File: config.mk
export PLATFORM = sky130hd
export DESIGN_NAME = uart_tx_arbiter
export DESIGN_NICKNAME = d
export VERILOG_FILES = /design/src/rtl/uart_tx_arbiter.sv
export SDC_FILE = /design/constraint.sdc
export NUM_CORES = 1
export LEC_CHECK = 0
export CAP_MARGIN = 20
export CORE_ASPECT_RATIO = 0.6
export CORE_MARGIN = 1.5
export CORE_UTILIZATION = 45
export DETAILED_ROUTE_END_ITERATION = 10
export PLACE_DENSITY = 0.89
export SETUP_SLACK_MARGIN = 0.1
export SLEW_MARGIN = 10
export SYNTH_ARGS = -nofsm -noshare
export SYNTH_HDL_FRONTEND = slang
export SYNTH_SLANG_ARGS = --single-unit
File: constraint.sdc
create_clock -name clk -period 2.8 [get_ports clk]
set_input_delay 0.28 -clock clk [delete_from_list [all_inputs] [get_ports clk]]
set_output_delay 0.28 -clock clk [all_outputs]
set_load 0.005 [all_outputs]
File: src/rtl/uart_tx_arbiter.sv
// uart_tx_arbiter: round-robin arbiter that merges several byte-stream requesters onto one
// UART transmit byte stream. An owner keeps the grant for a whole packet, ending at req_last.
// It also loses the grant after MAX_BURST bytes, so one long stream cannot starve the others.
//
// Ports
//   clk        single clock, all state updates on the rising edge
//   rst_n      asynchronous active-low reset
//   req_valid  per-requester byte available
//   req_data   requester i byte in bits [8i+7:8i]
//   req_last   per-requester last-byte-of-packet flag
//   req_ready  per-requester accept; only the current owner can see ready
//   tx_data    byte presented to the UART transmitter
//   tx_valid   tx_data holds a byte
//   tx_ready   transmitter accepts tx_data this cycle
//   grant_id   index of current owner, 0 when idle
//   busy       a grant is held
//   burst_cut  one-cycle pulse when a grant is released by the burst limit

module uart_tx_arbiter #(
  parameter int unsigned NUM_REQ   = 3,
  parameter int unsigned MAX_BURST = 64
) (
  input  logic                 clk,
  input  logic                 rst_n,
  input  logic [NUM_REQ-1:0]   req_valid,
  input  logic [8*NUM_REQ-1:0] req_data,
  input  logic [NUM_REQ-1:0]   req_last,
  output logic [NUM_REQ-1:0]   req_ready,
  output logic [7:0]           tx_data,
  output logic                 tx_valid,
  input  logic                 tx_ready,
  output logic [1:0]           grant_id,
  output logic                 busy,
  output logic                 burst_cut
);

  typedef enum logic [0:0] {StIdle, StLocked} state_e;

  localparam logic [7:0] BurstMax = 8'(MAX_BURST);
  localparam logic [1:0] LastIdx  = 2'(NUM_REQ - 1);

  state_e     state;
  logic [1:0] rr_ptr;
  logic [7:0] burst_cnt;

  logic       own_valid;
  logic       own_last;
  logic [7:0] own_data;
  logic       slot_free;
  logic       accept;
  logic       sel_found;
  logic [1:0] sel_idx;
  logic [2:0] scan_idx;
  logic [1:0] next_ptr;
  logic [7:0] cnt_inc;

  // Owner's request lines, selected by the current grant.
  always_comb begin
    own_valid = 1'b0;
    own_last  = 1'b0;
    own_data  = 8'h00;
    for (int i = 0; i < NUM_REQ; i++) begin
      if (grant_id == 2'(i)) begin
        own_valid = req_valid[i];
        own_last  = req_last[i];
        own_data  = req_data[8*i +: 8];
      end
    end
  end

  // The output register can take a new byte when it is empty or being drained this cycle.
  assign slot_free = !tx_valid || tx_ready;
  assign accept    = (state == StLocked) && own_valid && slot_free;

  always_comb begin
    req_ready = '0;
    if (state == StLocked) begin
      for (int i = 0; i < NUM_REQ; i++) begin
        if (grant_id == 2'(i)) begin
          req_ready[i] = slot_free;
        end
      end
    end
  end

  // Round-robin scan: first valid requester at or after rr_ptr, wrapping modulo NUM_REQ.
  always_comb begin
    sel_found = 1'b0;
    sel_idx   = 2'd0;
    scan_idx  = 3'd0;
    for (int k = 0; k < NUM_REQ; k++) begin
      scan_idx = {1'b0, rr_ptr} + 3'(k);
      if (scan_idx >= 3'(NUM_REQ)) begin
        scan_idx = scan_idx - 3'(NUM_REQ);
      end
      for (int i = 0; i < NUM_REQ; i++) begin
        if (!sel_found && (scan_idx == 3'(i)) && req_valid[i]) begin
          sel_found = 1'b1;
          sel_idx   = 2'(i);
        end
      end
    end
  end

  assign next_ptr = (grant_id == LastIdx) ? 2'd0 : grant_id + 2'd1;
  assign cnt_inc  = (burst_cnt == BurstMax) ? burst_cnt : burst_cnt + 8'd1;
  assign busy     = (state == StLocked);

  always_ff @(posedge clk or negedge rst_n) begin
    if (!rst_n) begin
      state     <= StIdle;
      rr_ptr    <= 2'd0;
      burst_cnt <= 8'd0;
      grant_id  <= 2'd0;
      tx_valid  <= 1'b0;
      tx_data   <= 8'h00;
      burst_cut <= 1'b0;
    end else begin
      burst_cut <= 1'b0;

      // Output register: load on accept, otherwise empty once the transmitter takes it.
      if (accept) begin
        tx_valid <= 1'b1;
        tx_data  <= own_data;
      end else if (tx_ready) begin
        tx_valid <= 1'b0;
      end

      unique case (state)
        StIdle: begin
          if (sel_found) begin
            state     <= StLocked;
            grant_id  <= sel_idx;
            burst_cnt <= 8'd0;
          end
        end
        StLocked: begin
          if (accept) begin
            burst_cnt <= cnt_inc;
            if (own_last || (cnt_inc == BurstMax)) begin
              state     <= StIdle;
              rr_ptr    <= next_ptr;
              grant_id  <= 2'd0;
              // A last byte landing exactly on the limit is an ordinary release.
              burst_cut <= !own_last;
            end
          end
        end
        default: state <= StIdle;
      endcase
    end
  end

endmodule

# Yosys cells after proc, flatten, opt, wreduce, memory -nomap -nowiden
# Cells that the tools add are included.
# op_classes
n_mux	51
eq_ne	13
addsub	7
n_lt_le_gt_ge	3
bitwise_logic	1
n_reduce_logical	39
# ops
op	count
2-to-1 mux 8 bit	6
2-to-1 mux 1 bit	27
2-to-1 mux 2 bit	11
logical AND 1 bit	19
equality test 8 x 7 -> 1 bit, second input constant	2
one-hot mux 8 bit (2 select lines)	1
2-to-1 mux 3 bit	4
zero test 1 bit	10
equality test 3 x 1 -> 1 bit, second input constant	3
equality test 3 x 2 -> 1 bit, second input constant	3
zero test 3 bit	3
adder 8 x 1 -> 8 bit, second input constant	1
>= comparator 3 x 2 -> 1 bit, second input constant	2
AND reduction 3 bit	2
subtractor 3 x 2 -> 3 bit, second input constant	2
inequality test 2 x 1 -> 1 bit, second input constant	2
one-hot mux 2 bit (2 select lines)	1
adder 2 x 1 -> 3 bit, second input constant	1
adder 2 x 2 -> 3 bit, second input constant	1
subtractor 2 x 2 -> 3 bit, second input constant	1
adder 2 x 1 -> 2 bit, second input constant	1
equality test 2 x 1 -> 1 bit, second input constant	1
equality test 2 bit, second input constant	1
>= comparator 2 bit, second input constant	1
other kinds (7)	8
# word_totals
out_inout_bits	16
inputBits	33
word_cells	121
register_bits	23

# Depth between registers and ports, before layout
# depth
word_depth	39
depth_mapped	8
depth_no_buf	8

# Worst setup path after synthesis
# OpenSTA, ideal clock, no wires.
# synth_timing
kind	register -> register
start	register burst_cnt[0]
end	register rr_ptr[0]
t_required_ns	2.672
arrival_time_ns	2.097
setup_ns	0.128
synth_period_minus_slack_ns	2.225
path_stages_with_launch	8
setup_slack_ns	0.575
path_buffers	0
path_cell_list	dfrtp_1 -> ha_1 -> nand3_1 -> or4b_1 -> mux2i_1 -> nor3_1 -> a211oi_4 -> mux2_1
# synth_via
elab_chain_len	5
elab_cells_between_ends	6
classes_between	add/sub (1); eq/ne (2); mux (1); reduce/logical (2)
# synth_lines
item	line	rtl
start, declared	44	logic [7:0] burst_cnt;
start signal, assigned	139	burst_cnt <= cnt_inc;
adder 8 x 1 -> 8 bit / equality test 8 x 7 -> 1 bit (equally long branches)	106	assign cnt_inc = (burst_cnt == BurstMax) ? burst_cnt : burst_cnt + 8'd1;
2-to-1 mux 8 bit *	106	
equality test 8 x 7 -> 1 bit *	140	if (own_last || (cnt_inc == BurstMax)) begin
logical OR 1 bit *	140	
AND reduction 3 bit (no line) *	-	
end signal, assigned	142	rr_ptr <= next_ptr;
end, declared	43	logic [1:0] rr_ptr;
# Every way passes the cells marked *; elsewhere a longest branch is shown, timed or not.
# A chain may end at the register's enable or synchronous reset.

# Worst setup path after layout
# Ends and elaborated chain as after synthesis.

==> key figures <==
Run status
  – Outcome: complete, no violations

Clocking
  – Clock Path Buffers: 2
  – Inserted Clock Buffers: 3
  – Worst-path clk slew: 0.08 ns
  – Worst-Skew Late Latency: 0.27 ns
  – H-tree levels: 1
  – Hold_buf cts: 0
  – Post-CTS Setup Bufs: 0
  – Root Buffer: clkbuf_8
  – Cells resized by post-CTS repair: 0
  – CTS tree: yes
  – Clock sink count: 23

Floorplan
  – Core area: 0.002965 mm2
  – Row Count: 15
  – Starting Density: 49.03%
  – Die area: 0.003592 mm2
  – Io pins: 49
  – Die extent in y: 47.03 um
  – DIE WIDTH: 76.38 um

Power
  – P_leak: 0.8570 nW
  – Power Dens Cells: 894.6 mW/mm2
  – VDD IR-drop max: 0.5779 mV
  – Total power: 0.001827 W

Timing
  – Slew @ Worst Pin: 0.4437 ns
  – Final hold vios: 0
  – Final Max Tran Viols: 0
  – Worst hold slack: 0.3634 ns
  – Min Clock Period, post-route: 2.504 ns
  – Skew final: 0.001951 ns
  – Rel. slew slack: 70.31%
  – TNS Setup: 0 ns
  – Final period utilization: 89.43%
  – RSZ-0062 raised after global routing: false
  – Setup violators final: 0
  – F_max: 399.3 MHz

Synth
  – Post-synth cell types: 33
  – Post-synth ARST share: 100.0%
  – Most frequent cell after synthesis: nor2_1
  – Syn_nets: 211
  – Synthesized area per cell: 8.356 um2
  – Post-synth top area cell: dfrtp_1
  – Share of the synthesized area in the top cell type: 39.59%
  – Synth cell count leaders: nor2_1 (24), dfrtp_1 (23), o21ai_0 (19)
  – Synth warn: 0
  – EDFF count, synth: 0
  – Post-Syn Instances: 174
  – Ranking of synthesized cells by area: dfrtp_1 (40%), mux2i_1 (8.3%), o21ai_0 (6.5%)
  – Netlist Area Pre-Place: 0.001454 mm2
  – #FFs+latches synth: 23
  – Seq/Total Area, Yosys: 39.59%
  – Top_reg_cell synth: dfrtp_1

Finish
  – Layout Utilization: 68.86%
  – Synthesis-to-finish area growth: 40.45%
  – Final Cell Area: 0.002042 mm2
  – Final net count: 262
  – Share of post-route cells with drive strength above 1: 5.357%
  – Antenna Cells: 0

Worst setup path
  – Worst Reg-to-Reg Cells: 7
  – Critical Path RT: 2.96 ns
  – Reg2reg start: burst_cnt[0]$_DFFE_PN0P_
  – CP cell instances: ha_1 -> nand3_1 -> or4b_1 -> mux2i_1 -> nor3_1 -> a211oi_4 -> mux2_1
  – Worst r2r dst: rr_ptr[0]$_DFFE_PN0P_
  – CP max stage delay: 0.47 ns
  – Slowest CP cell: or4b_1
  – Crit Path Max Fanout: 7
  – Reg-to-reg setup timing slack: 0.30 ns
  – Worst Path Arrival: 2.66 ns
  – Nature of the critical path endpoint: flop
  – Startpoint Class: flop
  – Critical path type: flop to flop

Routing
  – Average wire per cell in the routed design: 14.62 um
  – Drt total wl: 3890 um
  – Via density per instance: 5.526
  – Residual DRC: 0
  – Via count: 1470
  – First-pass DRT Iterations: 4
  – DRT iter0 DRCs: 87
  – Routed Antenna Nets: 0

Global route
  – Vias in the first global route: 1301
  – First-pass GRT wire length: 6410 um
  – Global route overflow: 0
  – GRT Util Overall: 23.64%
  – Initial antenna violation count: 0
  – Largest net degree at the start of global routing: 26

Min path
  – Worst Hold Class: primary input to async pin

Place
  – RePlAce Congestion: 0.8710
  – IO Port Bufs: 48
  – HPWL Detailed: 2944 um
  – Placement Cell Area: 0.001996 mm2

Job
  – Max Cap Viol: 0
[per-layer routing]
metal  global-route usage (%)  wire, um
met1                    32.29      1909
met2                    37.50      1660
met3                    6.602       266
met4                    7.778        55
met5                        0         0
[worst max path at each step]
stage | start | to | slack [ns] | cells past startpoint
finish | burst_cnt[0]$_DFFE_PN0P_ | rr_ptr[0]$_DFFE_PN0P_ | 0.30 | 7
global route | burst_cnt[0]$_DFFE_PN0P_ | rr_ptr[0]$_DFFE_PN0P_ | 0.20 | 7
CTS | burst_cnt[0]$_DFFE_PN0P_ | rr_ptr[0]$_DFFE_PN0P_ | 0.34 | 7
detailed placement | burst_cnt[0]$_DFFE_PN0P_ | rr_ptr[0]$_DFFE_PN0P_ | 0.34 | 7
global placement | burst_cnt[0]$_DFFE_PN0P_ | rr_ptr[0]$_DFFE_PN0P_ | 0.47 | 7
floorplan | burst_cnt[0]$_DFFE_PN0P_ | rr_ptr[0]$_DFFE_PN0P_ | 0.58 | 7
[cells in the final DEF, fill, tap and decap left out, types with 2 or more instances in the layout]
master	n
a21oi_1	13
and2_1	2
and3_1	4
buf_4	5
clkbuf_8	3
clkdlybuf4s50_1	48
dfrtp_1	23
ha_1	4
inv_1	9
mux2i_1	12
nand2_1	16
nand2b_1	5
nand3_1	7
nand4_1	2
nor2_1	24
nor2b_1	2
nor3_1	4
o21ai_0	19
o2bb2ai_1	2
o31ai_1	5
or3_1	2
[cell type report]
class	instances	area [um2]
Multi-Input combinational cell	135	815.8
Fill cell	255	923.4
Tap cell	42	52.55
Sequential cell	23	575.6
Timing Repair Buffer	53	518.0
Inverter	9	33.78
Clock buffer	3	41.29
Clock inverter	1	5.005
[registers in the layout, indices dropped and copies added, names as in the netlist]
register   count
burst_cnt      8
burst_cut      1
busy           1
grant_id       2
rr_ptr         2
tx_data        8
tx_valid       1
[worst max-delay path: cells and delay by family (launching register included)]
family | cells | cell delay, ns
and+or+nand+nor | 3 | 0.72
muxes | 2 | 0.57
DFF | 1 | 0.46
AOI/OAI and AO/OA | 1 | 0.32
adders and majority gates | 1 | 0.31
[stage by stage]
step	cells	setup slack (ns)
final	266	0.2959
after global routing	266	0.2046
after CTS	266	0.3359
after detailed placement	262	0.3414
after global placement	262	0.4660
after floorplan	174	0.5755
[where the power goes]
group          switching (W)  internal [W]
clock network       0.000109     0.0000995
logic               0.000553      0.000519
registers           0.000101      0.000444
[cell families (layout without fill, tap and decap cells)]
| kind of cell | Yosys count | in the layout | synth area share (%) |
|---|---|---|---|
| AND/OR/NAND/NOR | 71 | 71 | 23.32 |
| AO/OA/AOI/OAI | 45 | 45 | 18.93 |
| flip-flops | 23 | 23 | 39.59 |
| buffers and inverters | 16 | 66 | 4.302 |
| multiplexers | 14 | 14 | 9.811 |
| adder cells (fa/ha/maj) | 4 | 4 | 3.442 |
| XOR/XNOR | 1 | 1 | 0.6025 |
No activity file was read; power rests on OpenSTA's default activity.
